### src/rtl/dbus_pkg.sv
// rtl/dbus_pkg.sv - shared types and constants for the data-bus interconnect
// Holds the slave-index width, the read-return slot type and the error
// counter width used by dbus_interconnect and dbus_rd_tracker.
package dbus_pkg;

  // Index width is sized for the largest supported slave count (8) plus the
  // "no slave" code, so one slot type serves every NUM_SLAVES setting.
  localparam int MAX_SLAVES = 8;
  localparam int IDX_W      = $clog2(MAX_SLAVES + 1);
  localparam int LAT_W      = 8;
  localparam int ERR_CNT_W  = 16;

  typedef struct packed {
    logic             valid;
    logic [IDX_W-1:0] idx;
  } rd_slot_t;

  // The "no slave selected" code equals the slave count.
  function automatic logic [IDX_W-1:0] sel_none(input int num_slaves);
    return IDX_W'(num_slaves);
  endfunction

endpackage

### src/rtl/dbus_rd_tracker.sv
// rtl/dbus_rd_tracker.sv - read-return slot pipeline with collision check
// Ports: clk, reset (sync, active-high); load/lat/idx register an accepted
// read returning after lat cycles; collide flags that the slot a read of
// latency lat would need is already taken; ret_valid/ret_idx expose slot 0.
module dbus_rd_tracker
  import dbus_pkg::*;
#(
  parameter int MAX_RD_LAT = 4
) (
  input  logic             clk,
  input  logic             reset,
  input  logic             load,
  input  logic [LAT_W-1:0] lat,
  input  logic [IDX_W-1:0] idx,
  output logic             collide,
  output logic             ret_valid,
  output logic [IDX_W-1:0] ret_idx
);

  rd_slot_t slot_q [MAX_RD_LAT];
  rd_slot_t slot_d [MAX_RD_LAT];

  always_comb begin
    // Slot lat shifts into slot lat-1 on this edge, exactly where a new read
    // of latency lat would be loaded.
    collide = 1'b0;
    for (int i = 1; i < MAX_RD_LAT; i++) begin
      if (LAT_W'(i) == lat) collide = slot_q[i].valid;
    end

    for (int i = 0; i < MAX_RD_LAT - 1; i++) slot_d[i] = slot_q[i+1];
    slot_d[MAX_RD_LAT-1] = '0;

    for (int i = 0; i < MAX_RD_LAT; i++) begin
      if (load && !collide && LAT_W'(i + 1) == lat) begin
        slot_d[i] = rd_slot_t'{valid: 1'b1, idx: idx};
      end
    end
  end

  always_ff @(posedge clk) begin
    if (reset) begin
      for (int i = 0; i < MAX_RD_LAT; i++) slot_q[i] <= '0;
    end else begin
      slot_q <= slot_d;
    end
  end

  assign ret_valid = slot_q[0].valid;
  assign ret_idx   = slot_q[0].idx;

endmodule

### src/rtl/dbus_interconnect.sv
// rtl/dbus_interconnect.sv - single-master address-windowed data-bus interconnect
// Ports: clk, reset (sync, active-high); master m_addr/m_rd_en/m_wr_data/
// m_wr_en in, m_stall/m_rd_data/m_rd_valid/m_err out; err_count/err_addr
// report unmapped accesses; per-slave s_addr/s_rd_en/s_wr_data/s_wr_en out,
// s_rd_data/s_ready in (flattened, slave k in slice k).
module dbus_interconnect
  import dbus_pkg::*;
#(
  parameter int NUM_SLAVES = 4,
  parameter int ADDR_W     = 32,
  parameter int DATA_W     = 32,
  parameter int MAX_RD_LAT = 4,
  parameter logic [NUM_SLAVES*ADDR_W-1:0] SLV_BASE =
    {32'h3000_0000, 32'h2000_0000, 32'h1000_0000, 32'h0000_0000},
  parameter logic [NUM_SLAVES*ADDR_W-1:0] SLV_MASK =
    {32'hF000_0000, 32'hF000_0000, 32'hF000_0000, 32'hF000_0000},
  parameter logic [NUM_SLAVES*LAT_W-1:0] SLV_RD_LAT = {8'd2, 8'd1, 8'd3, 8'd1}
) (
  input  logic                           clk,
  input  logic                           reset,
  input  logic [ADDR_W-1:0]              m_addr,
  input  logic                           m_rd_en,
  input  logic [DATA_W-1:0]              m_wr_data,
  input  logic [DATA_W/8-1:0]            m_wr_en,
  output logic                           m_stall,
  output logic [DATA_W-1:0]              m_rd_data,
  output logic                           m_rd_valid,
  output logic                           m_err,
  output logic [ERR_CNT_W-1:0]           err_count,
  output logic [ADDR_W-1:0]              err_addr,
  output logic [NUM_SLAVES*ADDR_W-1:0]   s_addr,
  output logic [NUM_SLAVES-1:0]          s_rd_en,
  output logic [NUM_SLAVES*DATA_W-1:0]   s_wr_data,
  output logic [NUM_SLAVES*DATA_W/8-1:0] s_wr_en,
  input  logic [NUM_SLAVES*DATA_W-1:0]   s_rd_data,
  input  logic [NUM_SLAVES-1:0]          s_ready
);

  localparam int STRB_W = DATA_W / 8;
  localparam logic [IDX_W-1:0] SEL_NONE = sel_none(NUM_SLAVES);

  logic [IDX_W-1:0]     sel;
  logic                 sel_ready;
  logic [LAT_W-1:0]     sel_lat;
  logic                 active, mapped, accept, collide;
  logic                 ret_valid;
  logic [IDX_W-1:0]     ret_idx;

  logic                 m_rd_valid_q, m_rd_valid_d;
  logic [DATA_W-1:0]    m_rd_data_q, m_rd_data_d;
  logic                 m_err_q, m_err_d;
  logic [ERR_CNT_W-1:0] err_count_q, err_count_d;
  logic [ADDR_W-1:0]    err_addr_q, err_addr_d;

  // Decode: scan high to low so the lowest matching index wins on overlap.
  // Unmapped accesses behave as an always-ready latency-1 target.
  always_comb begin
    sel = SEL_NONE;
    for (int k = NUM_SLAVES - 1; k >= 0; k--) begin
      if ((m_addr & SLV_MASK[k*ADDR_W +: ADDR_W]) == SLV_BASE[k*ADDR_W +: ADDR_W]) begin
        sel = IDX_W'(k);
      end
    end
    sel_ready = 1'b1;
    sel_lat   = LAT_W'(1);
    for (int k = 0; k < NUM_SLAVES; k++) begin
      if (sel == IDX_W'(k)) begin
        sel_ready = s_ready[k];
        sel_lat   = SLV_RD_LAT[k*LAT_W +: LAT_W];
      end
    end
  end

  assign active  = m_rd_en || (m_wr_en != '0);
  assign mapped  = (sel != SEL_NONE);
  assign m_stall = active && mapped && (!sel_ready || (m_rd_en && collide));
  assign accept  = active && !m_stall;

  dbus_rd_tracker #(
    .MAX_RD_LAT (MAX_RD_LAT)
  ) u_rd_tracker (
    .clk       (clk),
    .reset     (reset),
    .load      (accept && m_rd_en),
    .lat       (sel_lat),
    .idx       (sel),
    .collide   (collide),
    .ret_valid (ret_valid),
    .ret_idx   (ret_idx)
  );

  always_comb begin
    s_addr    = '0;
    s_wr_data = '0;
    s_wr_en   = '0;
    s_rd_en   = '0;
    for (int k = 0; k < NUM_SLAVES; k++) begin
      if (active && sel == IDX_W'(k)) begin
        s_addr[k*ADDR_W +: ADDR_W]    = m_addr;
        s_wr_data[k*DATA_W +: DATA_W] = m_wr_data;
        if (!m_stall) s_wr_en[k*STRB_W +: STRB_W] = m_wr_en;
        s_rd_en[k] = accept && m_rd_en;
      end
    end
  end

  // Slot 0 names the slave whose data is valid this cycle; unmapped reads
  // carry SEL_NONE and so return zero.
  always_comb begin
    m_rd_valid_d = ret_valid;
    m_rd_data_d  = '0;
    for (int k = 0; k < NUM_SLAVES; k++) begin
      if (ret_valid && ret_idx == IDX_W'(k)) m_rd_data_d = s_rd_data[k*DATA_W +: DATA_W];
    end
    m_err_d     = accept && !mapped;
    err_count_d = err_count_q;
    err_addr_d  = err_addr_q;
    if (m_err_d) begin
      err_addr_d = m_addr;
      if (err_count_q != '1) err_count_d = err_count_q + 1'b1;
    end
  end

  always_ff @(posedge clk) begin
    if (reset) begin
      m_rd_valid_q <= 1'b0;
      m_rd_data_q  <= '0;
      m_err_q      <= 1'b0;
      err_count_q  <= '0;
      err_addr_q   <= '0;
    end else begin
      m_rd_valid_q <= m_rd_valid_d;
      m_rd_data_q  <= m_rd_data_d;
      m_err_q      <= m_err_d;
      err_count_q  <= err_count_d;
      err_addr_q   <= err_addr_d;
    end
  end

  assign m_rd_valid = m_rd_valid_q;
  assign m_rd_data  = m_rd_data_q;
  assign m_err      = m_err_q;
  assign err_count  = err_count_q;
  assign err_addr   = err_addr_q;

endmodule
### config.mk
export PLATFORM = sky130hd
export DESIGN_NAME = dbus_interconnect
export DESIGN_NICKNAME = d
export VERILOG_FILES = /design/src/rtl/dbus_pkg.sv /design/src/rtl/dbus_rd_tracker.sv /design/src/rtl/dbus_interconnect.sv
export SDC_FILE = /design/constraint.sdc
export NUM_CORES = 1
export LEC_CHECK = 0
export BUFFER_PORTS_ARGS = -buffer_cell sky130_fd_sc_hd__buf_2
export CORE_AREA = 2 2 218 220
export CTS_CLUSTER_SIZE = 8
export DETAILED_ROUTE_END_ITERATION = 8
export DIE_AREA = 0 0 220 222
export GPL_TIMING_DRIVEN = 0
export PLACE_DENSITY = 0.46
export SYNTH_ARGS = -nofsm -noshare
export SYNTH_HDL_FRONTEND = slang
export SYNTH_SLANG_ARGS = --single-unit
export TNS_END_PERCENT = 5
### constraint.sdc
create_clock -name clk -period 2.95 [get_ports clk]
set_input_delay 0.295 -clock clk [delete_from_list [all_inputs] [get_ports clk]]
set_output_delay 0.295 -clock clk [all_outputs]
set_load 0.03 [all_outputs]
Word-level counts from Yosys, hierarchy flattened
Index checks and enable logic that the tools add are counted.
{ "totals": {"ff_bits": 102, "out_inout_bits": 359, "inputBits": 203} }
{ "classes": {"bitwise": 1, "n_mux": 39, "reduce_logical": 31, "n_eq_ne": 15, "n_addsub": 1} }
{ "op_table": {"columns": ["op", "n"], "rows": [
  ["two-way mux 32 bit", 12],
  ["logical NOT 32 bit", 1],
  ["two-way mux 4 bit", 5],
  ["two-way mux 5 bit", 4],
  ["logical AND 1 bit", 19],
  ["adder 16 x 1 -> 16 bit (second input constant)", 1],
  ["== test 2 x 8 -> 1 bit (first input constant)", 2],
  ["== test 4 x 2 -> 1 bit (second input constant)", 4],
  ["two-way mux 8 bit", 2],
  ["inequality test 16 bit (second input constant)", 1],
  ["two-way mux 3 bit", 4],
  ["two-way mux 1 bit", 11],
  ["== test 1 x 8 -> 1 bit (first input constant)", 1],
  ["== test 3 x 8 -> 1 bit (first input constant)", 1],
  ["== test 4 x 1 -> 1 bit (second input constant)", 2],
  ["logical NOT 4 bit", 2],
  ["== test 3 x 2 -> 1 bit (second input constant)", 2],
  ["logical NOT 1 bit", 4],
  ["nonzero test 4 bit", 1],
  ["== test 3 x 1 -> 1 bit (second input constant)", 1],
  ["inequality test 3 bit (second input constant)", 1],
  ["logical OR 1 bit", 2],
  ["two-way mux 2 bit", 1],
  ["AND reduction 2 bit", 1],
  ["2 further kinds", 2]
]} }

Longest topological paths before layout
{ "depth": {"ltp_word": 23, "ltp_mapped": 7, "depth_no_buf": 5} }

Cells and area by module
Synthesis repeated with hierarchy kept, for this count alone.
{ "unflattened": {"hier_cells": 793, "hier_area_um2": 6456.2} }
{ "modules_own_cells": {"columns": ["module", "instances", "cells_each", "area_per_inst_um2", "seq_area_each_um2"], "rows": [
  ["dbus_interconnect", 1, 711, 5617.9, 1641.6],
  ["dbus_rd_tracker", 1, 82, 838.3, 400.4]
]} }

Least setup slack after synthesis
OpenSTA, ideal clock, no wires.
{ "synth_path": {"kind": "in2out", "start": "input port m_rd_en", "end": "output port s_addr[124]", "arrival_time_ns": 2.283, "stages": 3, "slack_ns": 0.372, "path_cell_list": "clkbuf_1 nor4_4 a2111oi_0"} }
{ "synth_between": {"elab_chain_len": 3} }
{ "synth_rtl": {"columns": ["item", "line", "rtl"], "rows": [
  ["start, declared", "dbus_interconnect.sv:22", "input logic m_rd_en,"],
  ["logical OR 1 bit", "dbus_interconnect.sv:74", "assign active = m_rd_en || (m_wr_en != '0);"],
  ["logical AND 1 bit", "dbus_interconnect.sv:98", "if (active && sel == IDX_W'(k)) begin"],
  ["two-way mux 32 bit", "dbus_interconnect.sv:98", null],
  ["end, declared", "dbus_interconnect.sv:31", "output logic [NUM_SLAVES*ADDR_W-1:0] s_addr,"]
]} }
Every way passes these cells.

Final worst setup path
{ "layout_path": {"start": "input port m_addr[30]", "end": "output port s_wr_en[7]"} }
{ "layout_between": {"elab_chain_len": 18, "word_cells_on_any_way": 34, "classes_between": "eq/ne: 10; mux: 16; reduce/logical: 8"} }
{ "layout_rtl": {"columns": ["item", "line", "rtl"], "rows": [
  ["start, declared", "dbus_interconnect.sv:21", "input logic [ADDR_W-1:0] m_addr,"],
  ["== test 4 x 2 -> 1 bit", "dbus_interconnect.sv:60", "if ((m_addr & SLV_MASK[k*ADDR_W +: ADDR_W]) == SLV_BASE[k*ADDR_W +: ADDR_W]) begin"],
  ["two-way mux 3 bit (3 in a row)", "dbus_interconnect.sv:60", null],
  ["two-way mux 3 bit (*)", "dbus_interconnect.sv:60", null],
  ["== test 3 x 1 -> 1 bit", "dbus_interconnect.sv:67, dbus_interconnect.sv:98", null],
  ["two-way mux 2 bit", "dbus_interconnect.sv:67", "if (sel == IDX_W'(k)) begin"],
  ["two-way mux 8 bit (2 in a row)", "dbus_interconnect.sv:67", null],
  ["== test 1 x 8 -> 1 bit", "dbus_rd_tracker.sv:28", "if (LAT_W'(i) == lat) collide = slot_q[i].valid;"],
  ["two-way mux 1 bit (3 in a row)", "dbus_rd_tracker.sv:28", null],
  ["logical AND 1 bit", "dbus_interconnect.sv:76", "assign m_stall = active && mapped && (!sel_ready || (m_rd_en && collide));"],
  ["logical OR 1 bit", "dbus_interconnect.sv:76", null],
  ["logical AND 1 bit", "dbus_interconnect.sv:76", null],
  ["two-way mux 4 bit", "dbus_interconnect.sv:101", "if (!m_stall) s_wr_en[k*STRB_W +: STRB_W] = m_wr_en;"],
  ["two-way mux 4 bit (*)", "dbus_interconnect.sv:98", null],
  ["end, declared", "dbus_interconnect.sv:34", "output logic [NUM_SLAVES*DATA_W/8-1:0] s_wr_en,"]
]} }
Every way passes the cells marked *; elsewhere a longest branch is shown, timed or not.

==> summary.txt <==
clk_lat worst skew: 0.38 ns
Place WS: -0.107 ns
GR Util All Layers: 13.0%
DR DRC count: 0
Crit Path Category: in -> out
global route total overflow: 0
crit path DAT: 2.39 ns
CTS tree: yes
CP most frequent cell: buf_2
routed wire length per instance: 17.4 µm
Max Slew Vio Count: 0
mapped cell area: 6240 µm²
placed wire-length estimate: 28500 µm
Tcrit/Tclk final: 90.9%
mean number of vias per cell: 3.89
final hold vios: 0
dpl cells: 1906
status: complete, no violations
worst-margin pin slew: 1.06 ns
first-pass GRT wire length: 46700 µm
Die Span Y: 222 µm
skew final: 0.00764 ns
hold path depth: 2
Avg Inst Size Synth: 8.43 µm²
Post-DP Area: 9780 µm²
clock power share: 34.7%
layout cell share with drive strength beyond 1: 50.4%
Crit path largest cell delay: 0.41 ns
RR Startpoint: err_count[0]
clk sinks: 94
Net Switching: 1180 µW
Final setup viols: 0
Finished Layout Cells: 1926
crit path cell chain: buf_2 > or2_0 > buf_4 > a2111oi_4 > buf_2 > buf_4 > nand2_1 > a21oi_1 > buf_2
Area Overhead vs Synth: 61.5%
clock slew at reported path FFs: 0.07 ns
sequential fraction of the synthesis area: 30.2%
required time worst endpoint: 2.65 ns
sequential share of power: 39.5%
Top Ports: 562
Logic pwr share: 25.8%
Synth Flop Type: dfxtp_1
post-CTS sizing: 0
TritonRoute pass-1 iters: 4
clock buffer depth: 2
Setup TNS Final: 0 ns
post-synthesis cell count: 740
FFs w/ async S/R, synth: 0%
core region area: 46300 µm²
Slew headroom: 29.4%
crit path max-delay cell type: a2111oi_4
Critical Path Source Type: primary input
Buffers on Ports: 546
final instance area: 10100 µm²
CP bufs+invs: 5
crit path capture type: primary output
FP Rows: 79
M1 wire length: 13800 µm
Critical Path Source: m_addr[30]
Die W: 220 µm
Min-Delay Path Class: in -> reg
Leak: 0.00530 µW
routed via count: 7501
CTS buffer count: 9
Post-CTS Hold Buffers: 0
Antenna Nets Post-Route: 0
EDFF count, synth: 0
min-delay src: reset
Starting Density: 13.5%
internal power: 2220 µW
Detailed Route WL: 33500 µm
worst-path fanout max: 10
root buffer cell: clkbuf_16
pwr dens: 338 nW/µm²
initial antenna violation count: 8
H-Tree Level Count: 3
fmax: 0.373 GHz
met3 WL: 2250 µm
DRT iter0 DRCs: 308
Yosys cell types: 51
Final Util: 21.8%
RSZ-0062 raised after global routing: no
flops & latches, synth: 94
R2R depth: 6
crit path time final: 2.68 ns
PnR worst setup slack: 0.269 ns
worst vdd ir: 412 µV
vias in the first global route: 7105
Worst R2R End: err_count[13]
highest routing layer actually used: met4
largest net degree at the start of global routing: 19
most common cell after layout, fill and taps aside: buf_2
switching share of power: 34.7%
hold-critical path endpoint: m_rd_valid
Crit path max-delay family: buffers and inverters
Die Area: 48800 µm²
most frequent cells in the layout: buf_2, and2_1, dfxtp_1
Met2 Wirelength: 17000 µm
r2r setup slk: 0.79 ns
routability cong.: 0.864
Ys Warns: 0
setup bufs post-CTS: 0
Final nets: 1514
number of max-cap violations: 0
==> Yosys cell counts, drive strengths merged, types with 2 or more instances <==
cell type    n  area (µm²)
nand2b       2        12.5
inv         12        45.0
nand2       83         312
nor2b       41         257
nor3         3        15.0
buf         33         239
nand4        6        37.5
nor4        12        96.3
or4          5        41.3
a31oi        2        12.5
or3          3        18.8
a311oi       2        17.5
a21oi       61         305
a2111oi      5        93.8
clkbuf      42         179
nor4b        2        17.5
mux4        32         721
nor3b        3        22.5
nand3        6        35.0
o21ai        7        57.6
nor2        14        52.6
and2       242        1510
mux2i        2        20.0
o31ai        4        30.0
or2          3        18.8
dfxtp       94        1880
mux2         9         105
==> power by group through the flow <==
stage                     clock (µW)  combinational, µW  sequential [µW]
after CTS                       1240                893             1350
after floorplan                    0                409             1460
final                           1180                881             1350
after global placement             0                884             1370
after global routing            1280                947             1350
after detailed placement           0                891             1380
==> worst max path at each step <==
| stage | to | slack (ns) | depth (start not counted) |
|---|---|---|---|
| final | s_wr_en[7] | 0.27 | 9 |
| after global routing | s_addr[70] | 0.01 | 7 |
| after CTS | s_addr[70] | 0.16 | 8 |
| after detailed placement | err_addr[21] | -0.11 | 6 |
| after global placement | err_addr[21] | -0.11 | 6 |
| after floorplan | s_addr[124] | 0.37 | 3 |
==> final cells by class <==
class	instances	area (µm²)
Clock inverter	7	63.8
Timing Repair Buffer	546	2730
Clock buffer	9	225
Multi-Input combinational cell	572	3940
Inverter	12	45.0
Buffer	75	418
Antenna cell	4	10.0
Sequential cell	94	1880
Fill cell	5238	36200
Tap cell	607	759
==> registers in the layout, summed over array words and instances, names as in the netlist <==
register,flops
m_rd_data,32
u_rd_tracker.ret_idx,3
u_rd_tracker.slot_q,8
m_err,1
u_rd_tracker.ret_valid,1
err_addr,32
m_rd_valid,1
err_count,16
==> per-stage QoR <==
step           power [µW]  hold slack [ns]
6_report             3410            0.169
5_1_grt              3580            0.165
4_1_cts              3480            0.146
3_5_place_dp         2270            0.419
3_3_place_gp         2260            0.428
2_1_floorplan        1870            0.378
==> cell families (layout without fill, tap and decap cells) <==
group,count (synthesis),after routing,synth area share (%)
mux,43,43,13.6
simple gates,429,429,39.8
fa+ha+maj,1,1,0.200
other cells,1,18,0.0601
compound gates,85,85,8.80
buf+inv,87,649,7.42
flops,94,94,30.2
==> worst register-to-register path, cell delays in order (launching register included) <==
cell and delay, ns:
dfxtp_1 0.44, ha_1 0.23, nand3_2 0.15, nor4_2 0.55, buf_2 0.32, nor4_1 0.09
mux2_2 0.28
==> layer usage <==
metal / vias to the layer above / GRT usage [%]
li1: 3591 / -
met1: 3558 / 15.3
met2: 319 / 23.2
met3: 33 / 3.25
met4: 0 / 3.59
met5: - / 0
Note: power is estimated with default switching activity, not from simulation.
